[src/rtl/mem_port_sched.sv]
// Round-robin scheduler sharing one single-ported data memory among NREQ requesters.
// Optional feature: define MEM_PORT_LOCK_EN to add the lock port for back-to-back re-grants.
module mem_port_sched #(
    parameter int NREQ    = 3,
    parameter int ADDR_W  = 8,
    parameter int DATA_W  = 8,
    parameter int MEM_LAT = 2
) (
    input  logic                   clk,
    input  logic                   rst,
    input  logic [NREQ-1:0]        req,
    input  logic [NREQ-1:0]        we,
    input  logic [NREQ*ADDR_W-1:0] addr,
    input  logic [NREQ*DATA_W-1:0] wdata,
`ifdef MEM_PORT_LOCK_EN
    input  logic [NREQ-1:0]        lock,
`endif
    output logic [NREQ-1:0]        gnt,
    output logic [NREQ-1:0]        ack,
    output logic [DATA_W-1:0]      rdata,
    output logic                   busy,
    output logic                   mem_en,
    output logic                   mem_we,
    output logic [ADDR_W-1:0]      mem_addr,
    output logic [DATA_W-1:0]      mem_wdata,
    input  logic [DATA_W-1:0]      mem_rdata
);

    localparam int IDX_W = $clog2(NREQ);
    localparam int CNT_W = (MEM_LAT > 1) ? $clog2(MEM_LAT) : 1;

    typedef enum logic [1:0] {
        S_IDLE  = 2'd0,
        S_ISSUE = 2'd1,
        S_WAIT  = 2'd2,
        S_RESP  = 2'd3
    } state_t;

    state_t              state;
    state_t              state_next;

    logic [IDX_W-1:0]    ptr;
    logic [IDX_W-1:0]    g_q;
    logic                we_q;
    logic [ADDR_W-1:0]   addr_q;
    logic [DATA_W-1:0]   wdata_q;
    logic [CNT_W-1:0]    wcnt;
    logic [DATA_W-1:0]   rdata_q;

    logic                found;
    logic                advance;
    logic [IDX_W-1:0]    winner;
    logic [IDX_W-1:0]    cand;
    logic [IDX_W-1:0]    ptr_next;
    logic [NREQ-1:0]     g_onehot;

`ifdef MEM_PORT_LOCK_EN
    logic                after_resp;
`endif

    // ------------------------------------------------------------------
    // Winner selection: first set req bit starting at ptr, wrapping.
    // ------------------------------------------------------------------
    // NOTE: every variable assigned in a combinational block gets a default
    // at the top, otherwise the tool infers a latch for the unassigned paths.
    always_comb begin
        found   = 1'b0;
        winner  = '0;
        cand    = '0;
        advance = 1'b1;
        for (int k = 0; k < NREQ; k++) begin
            cand = IDX_W'((int'(ptr) + k) % NREQ);
            if (!found && req[cand]) begin
                found  = 1'b1;
                winner = cand;
            end
        end
`ifdef MEM_PORT_LOCK_EN
        // A locked owner re-wins the IDLE cycle right after its RESP.
        if (after_resp && lock[g_q] && req[g_q]) begin
            found   = 1'b1;
            winner  = g_q;
            advance = 1'b0;
        end
`endif
    end

    assign ptr_next = (winner == IDX_W'(NREQ - 1)) ? '0 : winner + 1'b1;
    assign g_onehot = NREQ'(1) << g_q;

    // ------------------------------------------------------------------
    // FSM: state register
    // ------------------------------------------------------------------
    // NOTE: sequential state uses non-blocking assignments so every register
    // samples the pre-edge values regardless of block ordering.
    always_ff @(posedge clk) begin
        if (rst) begin
            state <= S_IDLE;
        end else begin
            state <= state_next;
        end
    end

    // ------------------------------------------------------------------
    // FSM: next-state logic
    // ------------------------------------------------------------------
    always_comb begin
        state_next = state;
        unique case (state)
            S_IDLE:  if (found) state_next = S_ISSUE;
            S_ISSUE: state_next = S_WAIT;
            S_WAIT:  if (wcnt == '0) state_next = S_RESP;
            S_RESP:  state_next = S_IDLE;
            default: state_next = S_IDLE;
        endcase
    end

    // ------------------------------------------------------------------
    // FSM: outputs, decoded only from registered state
    // ------------------------------------------------------------------
    always_comb begin
        gnt       = '0;
        ack       = '0;
        busy      = 1'b0;
        mem_en    = 1'b0;
        mem_we    = 1'b0;
        mem_addr  = '0;
        mem_wdata = '0;
        unique case (state)
            S_IDLE: ;
            S_ISSUE: begin
                gnt       = g_onehot;
                busy      = 1'b1;
                mem_en    = 1'b1;
                mem_we    = we_q;
                mem_addr  = addr_q;
                mem_wdata = wdata_q;
            end
            S_WAIT: begin
                gnt  = g_onehot;
                busy = 1'b1;
            end
            S_RESP: begin
                gnt  = g_onehot;
                ack  = g_onehot;
                busy = 1'b1;
            end
            default: ;
        endcase
    end

    assign rdata = rdata_q;

    // ------------------------------------------------------------------
    // Datapath: command latch, pointer, latency counter, read capture
    // ------------------------------------------------------------------
    always_ff @(posedge clk) begin
        if (rst) begin
            ptr     <= '0;
            g_q     <= '0;
            we_q    <= 1'b0;
            addr_q  <= '0;
            wdata_q <= '0;
            wcnt    <= '0;
            rdata_q <= '0;
        end else begin
            unique case (state)
                S_IDLE: begin
                    if (found) begin
                        g_q     <= winner;
                        we_q    <= we[winner];
                        addr_q  <= addr[int'(winner)*ADDR_W +: ADDR_W];
                        wdata_q <= wdata[int'(winner)*DATA_W +: DATA_W];
                        if (advance) ptr <= ptr_next;
                    end
                end
                S_ISSUE: wcnt <= CNT_W'(MEM_LAT - 1);
                S_WAIT: begin
                    // Captured for writes too; the value is simply ignored then.
                    if (wcnt == '0) rdata_q <= mem_rdata;
                    else            wcnt    <= wcnt - 1'b1;
                end
                S_RESP: ;
                default: ;
            endcase
        end
    end

`ifdef MEM_PORT_LOCK_EN
    always_ff @(posedge clk) begin
        if (rst) after_resp <= 1'b0;
        else     after_resp <= (state == S_RESP);
    end
`endif

endmodule

[config.mk]
export PLATFORM = sky130hd
export DESIGN_NAME = mem_port_sched
export DESIGN_NICKNAME = d
export VERILOG_FILES = /design/src/rtl/mem_port_sched.sv
export SDC_FILE = /design/constraint.sdc
export NUM_CORES = 1
export LEC_CHECK = 0
export BUFFER_PORTS_ARGS = -buffer_cell sky130_fd_sc_hd__buf_2
export CORE_MARGIN = 5
export CORE_UTILIZATION = 39
export DETAILED_ROUTE_END_ITERATION = 10
export PLACE_DENSITY = 0.66
export SLEW_MARGIN = 10
export SYNTH_ARGS = -nofsm -noshare
export SYNTH_HDL_FRONTEND = slang
export SYNTH_SLANG_ARGS = --single-unit
[constraint.sdc]
create_clock -name clk -period 2.7 [get_ports clk]
set_input_delay 0.27 -clock clk [delete_from_list [all_inputs] [get_ports clk]]
set_output_delay 0.27 -clock clk [all_outputs]
set_load 0.005 [all_outputs]
==> results of run 1 <==
[stage by stage]
step                total power [mW]  std cells  cell area [sq um]  util, %  worst slack, ps
floorplan                      2.474        308               2581        -            446.6
global placement               2.934        457               3062    47.94            133.1
detailed placement             2.983        457               3062    47.94            77.47
CTS                            3.437        465               3169    49.63            78.09
global route                   3.737        465               3169    49.63            5.396
finish                         3.452        465               3169    49.63            84.32
[logic make-up after synthesis]
logic type / after synthesis / synth area share, %
AND/OR/NAND/NOR: 94 / 21.86
buffers and inverters: 57 / 10.32
adder cells (fa/ha/maj): 9 / 4.363
multiplexers: 14 / 5.526
AO/OA/AOI/OAI: 102 / 33.11
flip-flops: 32 / 24.82
[timing repair]
action                                  CTS  global route
endpoints found under the setup margin    0            11
resized for setup                         0             1
setup buffers                             0             0
[layer usage]
metal | global-route usage, % | part of all wire [%] | vias up
li1 | - | - | 1345
met1 | 24.35 | 47 | 1224
met2 | 25.78 | 44 | 105
met3 | 5.372 | 7.6 | 9
met4 | 5.623 | 1.4 | 0
met5 | 0 | 0 | -
[worst reg2reg max path, cell delays in order (launching register included)]
cell	delay (ps)
dfxtp_1	380
inv_1	80
ha_1	420
and3b_2	290
o21bai_4	210
o211a_2	410
nor4_1	540
o32ai_1	150
[state kept, by name (all words and copies together) (netlist names)]
name     cells
ptr          2
we_q         1
wcnt         1
addr_q       8
rdata        8
g_q          2
wdata_q      8
state        2
[Yosys cell counts (2+ instances only)]
| library cell | number | area, sq um |
|---|---|---|
| mux2_2 | 2 | 22.52 |
| a21oi_1 | 17 | 85.08 |
| mux2i_1 | 12 | 120.1 |
| and2_1 | 18 | 112.6 |
| o211a_1 | 18 | 180.2 |
| dfxtp_1 | 32 | 640.6 |
| nand2b_1 | 2 | 12.51 |
| nor4_1 | 17 | 106.4 |
| nand3_1 | 18 | 90.09 |
| o32ai_1 | 17 | 148.9 |
| nand2_1 | 2 | 7.510 |
| nor3_1 | 3 | 15.01 |
| inv_1 | 23 | 86.33 |
| ha_1 | 9 | 112.6 |
| a31oi_1 | 17 | 106.4 |
| nor2_1 | 13 | 48.80 |
| a32o_1 | 19 | 190.2 |
| nor2b_1 | 5 | 31.28 |
| clkbuf_1 | 13 | 48.80 |
| buf_4 | 4 | 30.03 |
| buf_2 | 12 | 60.06 |
| nor3b_1 | 3 | 22.52 |
| and3b_1 | 3 | 26.28 |
| buf_6 | 3 | 33.78 |
[layout make-up]
class | instances | area, sq um
repair buffers | 105 | 560.5
inverters | 24 | 90.09
fillers | 644 | 3217
well taps | 77 | 96.34
flip-flops and latches | 32 | 640.6
clock buffers | 6 | 72.57
clock inverters | 2 | 35.03
multi-input cells | 219 | 1674
[power groups by stage]
stage	sequential, mW	combinational, mW	clock [mW]
6_report	0.722	2.28	0.446
5_1_grt	0.742	2.52	0.478
4_1_cts	0.721	2.26	0.455
3_5_place_dp	0.728	2.26	0
3_3_place_gp	0.727	2.21	0
2_1_floorplan	0.703	1.77	0
[final timing paths]
check / start / end / slack, ps / cells past startpoint
max: ptr[0]$_SDFFE_PP0P_ / wdata_q[7]$_SDFFE_PP0P_ / 80 / 7
max reg2reg: ptr[0]$_SDFFE_PP0P_ / wdata_q[7]$_SDFFE_PP0P_ / 80 / 7
min: mem_rdata[6] / rdata[6]$_SDFFE_PP0P_ / 220 / 3
min reg2reg: wdata_q[5]$_SDFFE_PP0P_ / wdata_q[5]$_SDFFE_PP0P_ / 460 / 2
==> impl_metrics.ini, run 1 <==
[critical_path]
crit_type = reg2reg
crit_chain = inv_1 -> ha_1 -> and3b_2 -> o21bai_4 -> o211a_2 -> nor4_1 -> o32ai_1
cp_slowest_cell = nor4_1
cp_num_buf_inv = 1
arrival_ps = 2750
worstPathRequired_ps = 2830
cp_max_fo = 19
startpoint_type = register
crit_family = simple AND/OR/NAND/NOR gates
end_kind = register
critPathMaxStageDelay_ps = 530

[place]
hpwl_um = 5627
gp_congestion = 0.8134
io_buffers = 96

[pwr]
p_clk_share_pct = 12.9
p_seq_share_pct = 20.9
power_frac_comb_pct = 66.1
switching_share_pct = 45.91
leakagePower_nw = 1.515
p_per_area_nw_per_um2 = 1089
internal_power_mw = 1.867
peakVddDrop_v = 0.0006125
p_switching_mw = 1.585

[routing]
drc = 0
drtAntennaViolNets = 0
dr_total_vias = 2683
routed_wl_um = 7648
viasPerCell = 5.770
drt_iter0_drc = 92
firstDrtPassIters = 4
wl_per_cell_um = 16.45

[yosys]
seq_area_frac_synth_pct = 24.82
synth_fp_nets = 381
synth_cell_type_count = 50
synth_edf_count = 0
syn-cell-area_sq_um = 2581
yosysWarnings = 0
yosys_register_bits = 32
async_reset_ff_share_pct = 0
synthCells = 308
syn_avg_cell_area_sq_um = 8.381
ys.flop_type = dfxtp_1

[layout]
mostFrequentLayoutCell = buf_2
nets = 460
final_cell_mix = 96 x buf_2, 32 x dfxtp_1, 23 x inv_1
antennaDiodeCount = 0
drive_gt1_share_pct = 32.47
syn_to_final_growth_pct = 22.78

[clock_network]
path_clk_slew_ps = 70
ctsHoldBuffers = 0
clk_latency_ps = 280
htree_num_levels = 2
clock_sinks = 32
cts_buffer_depth = 2
cts_made_buffers = 5
cts_tree = built
cts-root-buf = clkbuf_8

[run_status]
outcome = finished clean

[sta]
skew_ps = 6.354
rsz0062_at_grt = no
min_period_ps = 2616
fin_hold_ws_ps = 223.8
final_hold_viol_count = 0
fin_crit_sh_pct = 96.88
slew_violations = 0
fmax_mhz = 382.3
maxSlewHeadroom_pct = 43.54
tightest_slew_ps = 845.1
setup_violations = 0
fin_tns_setup_ps = 0

[die]
start_util_pct = 40.42
row_count = 29
fp.dieW_um = 91.36
die_h_um = 91.36
pin_count = 97
die_area_sq_um = 8346
core_sq_um = 6386

[min_path]
hp-class = in2reg

[global_routing]
grt_start_max_net_pins = 36
grt_pass1_vias = 2528
grt_remaining_overflow = 0
antenna_found_initial = 0
grt_util_all_layers_pct = 17.51
grt_pass1_wl_um = 12300

[job]
maxCapViolations = 0
(Power assumes the default switching activity.)
==> run 2: changes to the inputs <==
PLACE_DENSITY = unset   (was 0.66)
PLACE_DENSITY_LB_ADDON = 0.25   (was unset)
==> run 2 against run 1 <==
  * Routed wire length grew 2.1%
  * Total power grew 2.6%
  * Clock power increased by 13%
  * Via count increased by 1.0%
  * Critical endpoint is now addr_q[4]$_SDFFE_PP0P_
  * Highest routed layer unchanged
  * Largest cell class unchanged
  * Clock skew fell by 0.89 ps
  * First-iteration DRC count rose by 74%
==> impl_metrics.ini, run 2 (synthesis results as in run 1) <==
[global_routing]
grt_util_all_layers_pct = 17.67
grt_start_max_net_pins = 36
antenna_found_initial = 0
grt_pass1_wl_um = 12390
grt_pass1_vias = 2588
grt_remaining_overflow = 0

[critical_path]
cp_slowest_cell = ha_1
critPathMaxStageDelay_ps = 410
arrival_ps = 2620
crit_type = reg2reg
cp_max_fo = 18
crit_chain = inv_1 -> ha_1 -> and3b_2 -> o21bai_4 -> o211a_1 -> buf_4 -> nor4_1 -> o32ai_1
end_kind = register
worstPathRequired_ps = 2850
startpoint_type = register

[sta]
min_period_ps = 2463
fin_crit_sh_pct = 91.21
fmax_mhz = 406.1
skew_ps = 5.463
final_hold_viol_count = 0
fin_tns_setup_ps = 0
rsz0062_at_grt = no
slew_violations = 0
tightest_slew_ps = 691.7
setup_violations = 0
fin_hold_ws_ps = 217.6
maxSlewHeadroom_pct = 53.89

[die]
pin_count = 97
core_sq_um = 6386
row_count = 29
die_h_um = 91.36
fp.dieW_um = 91.36
die_area_sq_um = 8346
start_util_pct = 40.42

[clock_network]
cts-root-buf = clkbuf_8
clock_sinks = 32
post_cts_buffers = 0
cts_tree = built
cts_buffer_depth = 2
clk_latency_ps = 280
htree_num_levels = 2
cts_made_buffers = 5
path_clk_slew_ps = 70

[layout]
nets = 463
final_cell_mix = 96 x buf_2, 32 x dfxtp_1, 23 x inv_1
syn_to_final_growth_pct = 24.96
mostFrequentLayoutCell = buf_2
num-fill-cells = 644
drive_gt1_share_pct = 33.25
ff_latch_area_sq_um = 640.6
multi_input_area_sq_um = 1677
antennaDiodeCount = 0

[pwr]
internal_power_mw = 1.947
power_frac_comb_pct = 65.4
peakVddDrop_v = 0.0005485
p_seq_share_pct = 20.3
leakagePower_nw = 1.554
p_clk_share_pct = 14.3
p_per_area_nw_per_um2 = 1098
switching_share_pct = 45.03
p_switching_mw = 1.595

[routing]
drtAntennaViolNets = 0
routed_wl_um = 7808
firstDrtPassIters = 4
dr_total_vias = 2711
drt_iter0_drc = 160
drc = 0
viasPerCell = 5.793
wl_per_cell_um = 16.68

[min_path]
hp-class = in2reg

[place]
gp_congestion = 0.8742
io_buffers = 96
hpwl_um = 5743

[run_status]
outcome = finished clean

[job]
maxCapViolations = 0
[run 2: cell count changes in the layout (fill, tap and decap cells not counted), sizes merged]
cell,change
buf,+3
clkinv,-1
clkbuf,+1
[run 2: area by class of cell]
cell class,count,share of cell area (%)
inverters,24,2.793
repair buffers,108,18.46
clock buffers,7,2.987
clock inverters,1,0.9310
well taps,77,2.987
flip-flops and latches,32,19.86
multi-input cells,219,51.98
[run 2: through the flow]
stage               instance area, sq um  util, %  worst slack, ps  cells  power, mW
CTS                                 3223    50.47            184.2    468      3.531
detailed placement                  3097    48.49            210.5    460      3.017
finish                              3226    50.51            237.5    468      3.543
global route                        3226    50.51            59.51    468      3.812
floorplan                           2581        -            446.6    308      2.474
global placement                    3097    48.49            272.2    460      2.985
[run 2: path summary, 6_finish.rpt]
check / end / start / slack (ps) / cells after the start
max: addr_q[4]$_SDFFE_PP0P_ / ptr[0]$_SDFFE_PP0P_ / 240 / 8
min: rdata[1]$_SDFFE_PP0P_ / mem_rdata[1] / 220 / 3
max reg2reg: addr_q[4]$_SDFFE_PP0P_ / ptr[0]$_SDFFE_PP0P_ / 240 / 8
min reg2reg: wdata_q[5]$_SDFFE_PP0P_ / wdata_q[5]$_SDFFE_PP0P_ / 450 / 2
[run 2: worst max-delay path: cells and delay by family (launching register included)]
| family | cells | cell delay, ps |
|---|---|---|
| flip-flops | 1 | 380 |
| AND/OR/NAND/NOR | 2 | 690 |
| AO/OA/AOI/OAI | 3 | 580 |
| buffers and inverters | 2 | 270 |
| adder cells (fa/ha/maj) | 1 | 410 |
[run 2: power by group through the flow]
stage / Combinational, mW / Sequential [mW] / Clock, mW
5_1_grt: 2.54 / 0.738 / 0.538
3_5_place_dp: 2.29 / 0.726 / 0
3_3_place_gp: 2.26 / 0.727 / 0
4_1_cts: 2.30 / 0.720 / 0.513
2_1_floorplan: 1.77 / 0.703 / 0
6_report: 2.32 / 0.720 / 0.506
[run 2: timing repair]
action	in CTS	in global routing
setup endpoints to repair	0	1
hold buffers	0	0
hold endpoints to repair	0	0
resized for setup	0	1
[run 2: layer usage]
metal  GRT usage, %  vias up  share of wire (%)
met1          25.36     1260                 48
met2          26.08       96                 43
met3          5.537        5                8.3
met5              0        -                  0
met4          3.423        0               0.73
li1               -     1350                  -
